[src/rtl/sdram_port_arbiter.sv]
// Round-robin two-client front end for the SDRAM controller: issues one request
// pulse per transaction, waits for the completion edge (or a timeout) and acks the winner.
`timescale 1ns/1ps
module sdram_port_arbiter #(
    parameter int TIMEOUT_W = 16
) (
    input  logic        CLOCK_50,
    input  logic        rst,
    input  logic        p0_req,
    input  logic        p1_req,
    input  logic        p0_we,
    input  logic        p1_we,
    input  logic [23:0] p0_addr,
    input  logic [23:0] p1_addr,
    input  logic [31:0] p0_wdata,
    input  logic [31:0] p1_wdata,
    output logic        p0_ack,
    output logic        p1_ack,
    output logic        p0_err,
    output logic        p1_err,
    output logic [31:0] p0_rdata,
    output logic [31:0] p1_rdata,
    output logic [23:0] address,
    output logic [31:0] data_in,
    output logic        req_read,
    output logic        req_write,
    input  logic [31:0] data_out,
    input  logic        data_valid,
    input  logic        write_complete
);
    typedef enum logic [1:0] {
        IDLE  = 2'd0,
        ISSUE = 2'd1,
        WAIT  = 2'd2,
        RESP  = 2'd3
    } state_t;

    localparam logic [TIMEOUT_W-1:0] CNT_ZERO = {TIMEOUT_W{1'b0}};
    localparam logic [TIMEOUT_W-1:0] CNT_ONE  = {{(TIMEOUT_W-1){1'b0}}, 1'b1};

    state_t               state_r, state_s;
    logic                 last_grant_r, grant_r, op_r;
    logic                 dv_prev_r, wc_prev_r;
    logic [TIMEOUT_W-1:0] cnt_r;
    logic                 grant_valid_s, grant_port_s, done_s, timeout_s;
    logic                 dv_rise_s, wc_rise_s;

    assign dv_rise_s = data_valid & ~dv_prev_r;
    assign wc_rise_s = write_complete & ~wc_prev_r;

    // Next-state logic: grant selection, completion and timeout detection.
    always_comb begin
        state_s       = state_r;
        grant_valid_s = 1'b0;
        grant_port_s  = 1'b0;
        done_s        = 1'b0;
        timeout_s     = 1'b0;
        case (state_r)
            IDLE: begin
                if (p0_req && p1_req) begin
                    grant_valid_s = 1'b1;
                    grant_port_s  = ~last_grant_r;
                end else if (p0_req) begin
                    grant_valid_s = 1'b1;
                    grant_port_s  = 1'b0;
                end else if (p1_req) begin
                    grant_valid_s = 1'b1;
                    grant_port_s  = 1'b1;
                end else begin
                    grant_valid_s = 1'b0;
                end
                if (grant_valid_s) begin
                    state_s = ISSUE;
                end else begin
                    state_s = IDLE;
                end
            end
            ISSUE: state_s = WAIT;
            WAIT: begin
                // Only the edge matching the latched operation completes it.
                if (op_r ? wc_rise_s : dv_rise_s) begin
                    done_s  = 1'b1;
                    state_s = RESP;
                end else if (cnt_r == {TIMEOUT_W{1'b1}}) begin
                    timeout_s = 1'b1;
                    state_s   = RESP;
                end else begin
                    state_s = WAIT;
                end
            end
            RESP:    state_s = IDLE;
            default: state_s = IDLE;
        endcase
    end

    // State register.
    always_ff @(posedge CLOCK_50 or posedge rst) begin
        if (rst) begin
            state_r <= IDLE;
        end else begin
            state_r <= state_s;
        end
    end

    // Datapath: latched request, strobes, timeout counter, edge history and read data.
    always_ff @(posedge CLOCK_50 or posedge rst) begin
        if (rst) begin
            last_grant_r <= 1'b1;
            grant_r      <= 1'b0;
            op_r         <= 1'b0;
            dv_prev_r    <= 1'b0;
            wc_prev_r    <= 1'b0;
            cnt_r        <= CNT_ZERO;
            address      <= 24'h000000;
            data_in      <= 32'h00000000;
            req_read     <= 1'b0;
            req_write    <= 1'b0;
            p0_ack       <= 1'b0;
            p1_ack       <= 1'b0;
            p0_err       <= 1'b0;
            p1_err       <= 1'b0;
            p0_rdata     <= 32'h00000000;
            p1_rdata     <= 32'h00000000;
        end else begin
            dv_prev_r <= data_valid;
            wc_prev_r <= write_complete;
            req_read  <= 1'b0;
            req_write <= 1'b0;
            p0_ack    <= 1'b0;
            p1_ack    <= 1'b0;
            p0_err    <= 1'b0;
            p1_err    <= 1'b0;
            // The pulse is registered on the grant edge so it is high during ISSUE.
            if (grant_valid_s) begin
                grant_r      <= grant_port_s;
                last_grant_r <= grant_port_s;
                address      <= grant_port_s ? p1_addr : p0_addr;
                data_in      <= grant_port_s ? p1_wdata : p0_wdata;
                op_r         <= grant_port_s ? p1_we : p0_we;
                req_read     <= ~(grant_port_s ? p1_we : p0_we);
                req_write    <= grant_port_s ? p1_we : p0_we;
            end
            if (state_r == ISSUE) begin
                cnt_r <= CNT_ZERO;
            end else if ((state_r == WAIT) && !done_s && !timeout_s) begin
                cnt_r <= cnt_r + CNT_ONE;
            end
            if (done_s || timeout_s) begin
                if (grant_r) begin
                    p1_ack <= 1'b1;
                    p1_err <= timeout_s;
                end else begin
                    p0_ack <= 1'b1;
                    p0_err <= timeout_s;
                end
            end
            if (done_s && !op_r) begin
                if (grant_r) begin
                    p1_rdata <= data_out;
                end else begin
                    p0_rdata <= data_out;
                end
            end
        end
    end
endmodule
[config.mk]
export PLATFORM = sky130hd
export DESIGN_NAME = sdram_port_arbiter
export DESIGN_NICKNAME = d
export VERILOG_FILES = /design/src/rtl/sdram_port_arbiter.sv
export SDC_FILE = /design/constraint.sdc
export NUM_CORES = 1
export LEC_CHECK = 0
export ABC_AREA = 1
export CORE_MARGIN = 10
export CORE_UTILIZATION = 42
export DETAILED_ROUTE_END_ITERATION = 12
export HOLD_SLACK_MARGIN = 0.06
export MAX_ROUTING_LAYER = met4
export PLACE_DENSITY = 0.86
export SYNTH_ARGS = -nofsm -noshare
export SYNTH_HDL_FRONTEND = slang
export SYNTH_SLANG_ARGS = --single-unit
[constraint.sdc]
create_clock -name CLOCK_50 -period 5.83 [get_ports CLOCK_50]
set_input_delay 1.166 -clock CLOCK_50 [delete_from_list [all_inputs] [get_ports CLOCK_50]]
set_output_delay 1.166 -clock CLOCK_50 [all_outputs]
set_load 0.03 [all_outputs]
==> results of run 1 <==
## layout make-up
cell class,instances,area [um2]
repair buffers,283,2820
clock buffers,19,443
flip-flops and latches,149,3730
fillers,1153,4820
well taps,184,230
multi-input cells,498,2310
clock inverters,12,154
inverters,49,189
diodes,2,5.00
## stage by stage
step | util, % | cells | cell area, um2
3_5_place_dp | 63.1 | 1163 | 9280
2_1_floorplan | - | 735 | 6360
3_3_place_gp | 63.1 | 1163 | 9280
6_report | 67.2 | 1196 | 9880
4_1_cts | 67.2 | 1194 | 9870
5_1_grt | 67.2 | 1196 | 9880
## worst max path at each step
stage | startpoint | endpoint | slack, ns | cells past startpoint
floorplan | rst | address[0] | 0.66 | 1
global placement | p0_req | data_in[29] | 2.31 | 7
detailed placement | p0_req | data_in[11] | 2.27 | 7
CTS | p0_req | data_in[29] | 2.71 | 7
global route | p0_req | data_in[29] | 2.54 | 7
finish | p0_req | address[21] | 2.69 | 7
## metal layers
metal | global-route usage, % | wire length (um) | up-vias
li1 | - | - | 2904
met1 | 22.5 | 8110 | 2920
met2 | 34.1 | 10900 | 234
met3 | 9.02 | 2010 | 36
met4 | 9.01 | 551 | 0
met5 | - | 0 | -
## tightest hold or removal path, cell delays in order (launching register included)
cell and delay, ns:
dfstp_2 0.37, nand2_1 0.06, nand2_1 0.04
## synth_stat cells
library cell / count
a21oi_1: 1
buf_2: 7
buf_6: 1
clkbuf_1: 30
clkbuf_2: 1
dfrtp_1: 148
dfstp_2: 1
ha_1: 5
inv_1: 47
inv_2: 2
nand2_1: 182
nand2_4: 1
nand3_1: 13
nand3_2: 1
nand3b_1: 2
nand4_1: 13
nor2_1: 81
nor2_2: 1
nor2_4: 3
o21ai_0: 167
o21ai_1: 18
o21bai_1: 3
or2_2: 1
xor2_1: 6
## kinds of logic after synthesis
| group | count (synthesis) |
|---|---|
| AO/OA/AOI/OAI | 189 |
| XOR/XNOR | 6 |
| adder cells (fa/ha/maj) | 5 |
| buffers and inverters | 88 |
| flip-flops | 149 |
| AND/OR/NAND/NOR | 298 |
## state kept, by name, summed over array words and instances, names as in the netlist
signal / flops
p1_err: 1
p0_err: 1
p1_ack: 1
p0_ack: 1
grant_r: 1
dv_prev_r: 1
p1_rdata: 32
op_r: 1
p0_rdata: 32
req_write: 1
last_grant_r: 1
wc_prev_r: 1
address: 24
state_r: 2
req_read: 1
cnt_r: 16
data_in: 32
## power by group through the flow
stage / Combinational (uW) / Sequential (uW) / Clock [uW]
finish: 2550 / 1690 / 1110
global route: 2740 / 1730 / 1170
CTS: 2580 / 1680 / 1130
detailed placement: 2580 / 1690 / 0
global placement: 2530 / 1680 / 0
floorplan: 662 / 2430 / 0
==> flow_metrics.env, run 1 <==
export IMPL_status="finished, final reports clean"
export IMPL_relSlewSlack_pct=28.8
export IMPL_cts_tree="done"
export IMPL_grt_util_all_layers_pct=21.2
export IMPL_place_congestion=0.857
export IMPL_timing_final_hold_violations=0
export IMPL_netlist_area_um2=6360
export IMPL_worst_path_buf_inv=3
export IMPL_final_common_cell="clkdlybuf4s50_1"
export IMPL_ys_warn_count=0
export IMPL_r2r_end="address[21]"
export IMPL_syn_num_nets=892
export IMPL_synth_seq_area_share_pct=58.6
export IMPL_holdWs_ns=0.472
export IMPL_finalPower_uw=5350
export IMPL_synthTopCellsByArea="dfrtp_1 (58%), o21ai_0 (13%), nand2_1 (11%)"
export IMPL_synth_top_family_by_area="simple AND/OR/NAND/NOR gates"
export IMPL_powerDensity_nw_per_um2=541
export IMPL_dp_hpwl_um=15900
export IMPL_p_leak_uw=0.00445
export IMPL_avgSynthCellArea_um2=8.66
export IMPL_worstSetupStartpointType="input port"
export IMPL_power_switching_uw=2240
export IMPL_hold_path_end="last_grant_r"
export IMPL_fp_coreArea_um2=14700
export IMPL_synth_cell_types=24
export IMPL_r2r_setup_slack_ns=3.36
export IMPL_cts_sinks=149
export IMPL_remaining_drc_errors=0
export IMPL_numCtsBuffers=17
export IMPL_slew_violations=0
export IMPL_clock_latency_ns=0.42
export IMPL_rows=44
export IMPL_p_seq_share_pct=31.5
export IMPL_clock_fmax_ghz=0.318
export IMPL_path_clk_slew_ns=0.06
export IMPL_fin_crit_sh_pct=53.9
export IMPL_ant_nets=0
export IMPL_max_cap_violations=0
export IMPL_h_tree_depth=4
export IMPL_required_ns=6.13
export IMPL_crit_family="buffers and inverters"
export IMPL_setup_tns_ns=0
export IMPL_drive_gt1_share_pct=5.05
export IMPL_swShare_pct=41.8
export IMPL_floorplan_initialDensity_pct=43.3
export IMPL_die_area_um2=20500
export IMPL_die_w_um=143
export IMPL_grt_overflow_total=0
export IMPL_tightest_slew_ns=1.07
export IMPL_chipHeight_um=143
export IMPL_finalSetupViolCount=0
export IMPL_irDropWorstVdd_mv=0.302
export IMPL_cpPeakStageDelay_ns=0.54
export IMPL_drt_iter0_markers=436
export IMPL_cts_max_path_buffers=2
export IMPL_grt_pass1_vias=6187
export IMPL_hold_buffers=0
export IMPL_grt_max_degree=92
export IMPL_crit_arrival_ns=3.45
export IMPL_synth_cells=735
export IMPL_synth_mux_area_share_pct=0
export IMPL_cp_slowest_cell="clkdlybuf4s50_1"
export IMPL_nets=1155
export IMPL_cts_repair_timing_setup_buffer_count=0
export IMPL_final_cell_mix="clkdlybuf4s50_1 (277), nand2_1 (182), o21ai_0 (167)"
export IMPL_wire_per_inst_um=18.0
export IMPL_area_growth_pct=55.3
export IMPL_synthSimpleGateAreaFrac_pct=19.1
export IMPL_path_common_cell="o21ai_0"
export IMPL_min_path_type="reg -> reg"
export IMPL_rr_startpoint="state_r[0]"
export IMPL_antenna_found_initial=2
export IMPL_rsz0062_at_grt="false"
export IMPL_routed_via_density=5.10
export IMPL_routed_wl_um=21600
export IMPL_fin_crit_ns=3.14
export IMPL_synth_xor_area_share_pct=0.826
export IMPL_cts_root_buf="clkbuf_16"
export IMPL_cp_end_kind="register"
export IMPL_fin_ws_ns=2.69
export IMPL_ys_ff_latch=149
export IMPL_critPathKind="in -> reg"
export IMPL_synthAdderAreaFrac_pct=0.983
export IMPL_io_buffers=277
export IMPL_vias=6094
export IMPL_p_int_uw=3110
export IMPL_comb_power_share_pct=47.7
export IMPL_p_clk_share_pct=20.8
export IMPL_synth_top_area_cell="dfrtp_1"
export IMPL_io_pin_count=278
export IMPL_crit_chain="clkdlybuf4s50_1 > nand2_1 > nand3_2 > buf_4 > inv_2 > o21ai_0 > o21ai_0"
export IMPL_rr_worst_depth=7
export IMPL_synth_compound_area_share_pct=15.0
export IMPL_preCtsSetupSlack_ns=2.27
export IMPL_hold_path_startpoint="last_grant_r"
export IMPL_holdPathStages=2
export IMPL_drt_pass1_iter_count=5
export IMPL_crit_fanout=61
export IMPL_skew_ns=0.00767
export IMPL_grt_pass1_wl_um=32600
export IMPL_synth_top_area_share_pct=58.2
export IMPL_cts_resized_gates=0
Power figures use the tool's default switching activity.
==> run 2, diff against run 1 <==
==> constraint.sdc (replaced) <==
create_clock -name CLOCK_50 -period 3.05 [get_ports CLOCK_50]
set_input_delay 0.61 -clock CLOCK_50 [delete_from_list [all_inputs] [get_ports CLOCK_50]]
set_output_delay 0.61 -clock CLOCK_50 [all_outputs]
set_load 0.03 [all_outputs]
==> run 2 against run 1 <==
  * Cell count increased by 0.75%
  * Combinational power increased by 93%
  * Design area increased by 1.3%
  * Via count decreased by 1.4%
  * Setup slack got worse by 1.8 ns
==> flow_metrics.env, run 2 (synthesis results as in run 1) <==
export IMPL_status="finished, final reports clean"
export IMPL_preCtsSetupSlack_ns=0.612
export IMPL_powerDensity_nw_per_um2=1030
export IMPL_drt_iter0_markers=415
export IMPL_die_area_um2=20500
export IMPL_crit_chain="clkdlybuf4s50_1"
export IMPL_numCtsBuffers=17
export IMPL_timing_final_hold_violations=0
export IMPL_routed_via_density=4.99
export IMPL_skew_ns=0.0119
export IMPL_grt_util_all_layers_pct=21.8
export IMPL_cts_resized_gates=0
export IMPL_grt_pass1_vias=6285
export IMPL_dp_hpwl_um=16500
export IMPL_dpl_instance_area_um2=9380
export IMPL_wire_per_inst_um=18.3
export IMPL_final_common_cell="clkdlybuf4s50_1"
export IMPL_grt_pass1_wl_um=33700
export IMPL_routed_wl_um=22000
export IMPL_fin_crit_sh_pct=70.3
export IMPL_dp_cells=1170
export IMPL_max_cap_violations=0
export IMPL_cts_sinks=149
export IMPL_fin_ws_ns=0.906
export IMPL_ant_nets=0
export IMPL_cts_max_path_buffers=2
export IMPL_final_cells=1205
export IMPL_cts_repair_timing_setup_buffer_count=0
export IMPL_required_ns=2.44
export IMPL_floorplan_initialDensity_pct=43.3
export IMPL_drive_gt1_share_pct=5.80
export IMPL_nets=1162
export IMPL_clock_latency_ns=0.42
export IMPL_final_cell_mix="clkdlybuf4s50_1 (277), nand2_1 (182), o21ai_0 (167)"
export IMPL_vias=6008
export IMPL_critPathKind="reg -> out"
export IMPL_h_tree_depth=4
export IMPL_area_growth_pct=57.2
export IMPL_fp_coreArea_um2=14700
export IMPL_grt_overflow_total=0
export IMPL_worstSetupStartpointType="register"
export IMPL_place_congestion=0.849
export IMPL_clock_fmax_ghz=0.466
export IMPL_reg_top3="data_in: 32 flops, p0_rdata: 32 flops, p1_rdata: 32 flops"
export IMPL_rsz0062_at_grt="false"
export IMPL_fin_crit_ns=2.14
export IMPL_utilization_pct=68.1
export IMPL_setup_tns_ns=0
export IMPL_relSlewSlack_pct=53.2
export IMPL_cp_end_kind="output port"
export IMPL_stdcell_area_um2=10000
export IMPL_worst_path_buf_inv=1
export IMPL_hold_buffers=0
export IMPL_die_w_um=143
export IMPL_antenna_found_initial=3
export IMPL_cpPeakStageDelay_ns=0.76
export IMPL_crit_fanout=2
export IMPL_finalSetupViolCount=0
export IMPL_irDropWorstVdd_mv=0.550
export IMPL_path_clk_slew_ns=0.06
export IMPL_crit_family="buffers and inverters"
export IMPL_tightest_slew_ns=0.700
export IMPL_crit_arrival_ns=1.53
export IMPL_chipHeight_um=143
export IMPL_grt_max_degree=65
export IMPL_p_leak_uw=0.00452
export IMPL_cts_root_buf="clkbuf_16"
export IMPL_r2r_setup_slack_ns=1.11
export IMPL_min_path_type="reg -> reg"
export IMPL_slew_violations=0
export IMPL_cts_tree="done"
export IMPL_cp_slowest_cell="clkdlybuf4s50_1"
export IMPL_io_buffers=277
export IMPL_remaining_drc_errors=0
export IMPL_io_pin_count=278
export IMPL_rows=44
export IMPL_drt_pass1_iter_count=6
run 2: changes by cell type in the layout (fill, tap and decap cells not counted), sizes merged:
cell,before,now
diode,2,3
clkinv,4,3
buf,6,13
clkinvlp,3,2
clkbuf,19,18
inv,51,55
run 2: routing by layer:
layer  vias up  track usage, %  routed length [um]
met5         -               -                   0
met4         0            9.55                 641
met3        42            8.76                2330
met2       257            35.3               10900
met1      2785            23.3                8140
li1       2924               -                   -
run 2: final cells by class:
| cell class | instances | area, um2 |
|---|---|---|
| antenna | 3 | 7.51 |
| clock buffer | 18 | 429 |
| clock inverter | 14 | 189 |
| fill | 1151 | 4690 |
| inverter | 49 | 188 |
| multi-input combinational | 498 | 2310 |
| sequential | 149 | 3730 |
| tap | 184 | 230 |
| timing repair buffer | 290 | 2920 |
run 2: worst paths after layout:
check                                    end  depth (start not counted)         start
worst min register to register  last_grant_r                          2  last_grant_r
worst max register to register     cnt_r[11]                          7    state_r[0]
worst max-delay path             data_in[21]                          1   data_in[21]
worst min-delay path            last_grant_r                          2  last_grant_r
min in group asynchronous        p0_rdata[6]                          2           rst
max in group asynchronous        data_in[15]                          3           rst
run 2: power by group:
part | internal (uW) | switching (uW)
registers | 2770 | 452
clock network | 1320 | 875
logic | 1900 | 3030
total | 5990 | 4360
run 2: metrics by stage:
step	hold WS (ns)	power, uW
3_3_place_gp	0.455	8100
5_1_grt	0.508	10900
4_1_cts	0.487	10500
3_5_place_dp	0.472	8220
2_1_floorplan	0.444	5920
6_report	0.483	10300
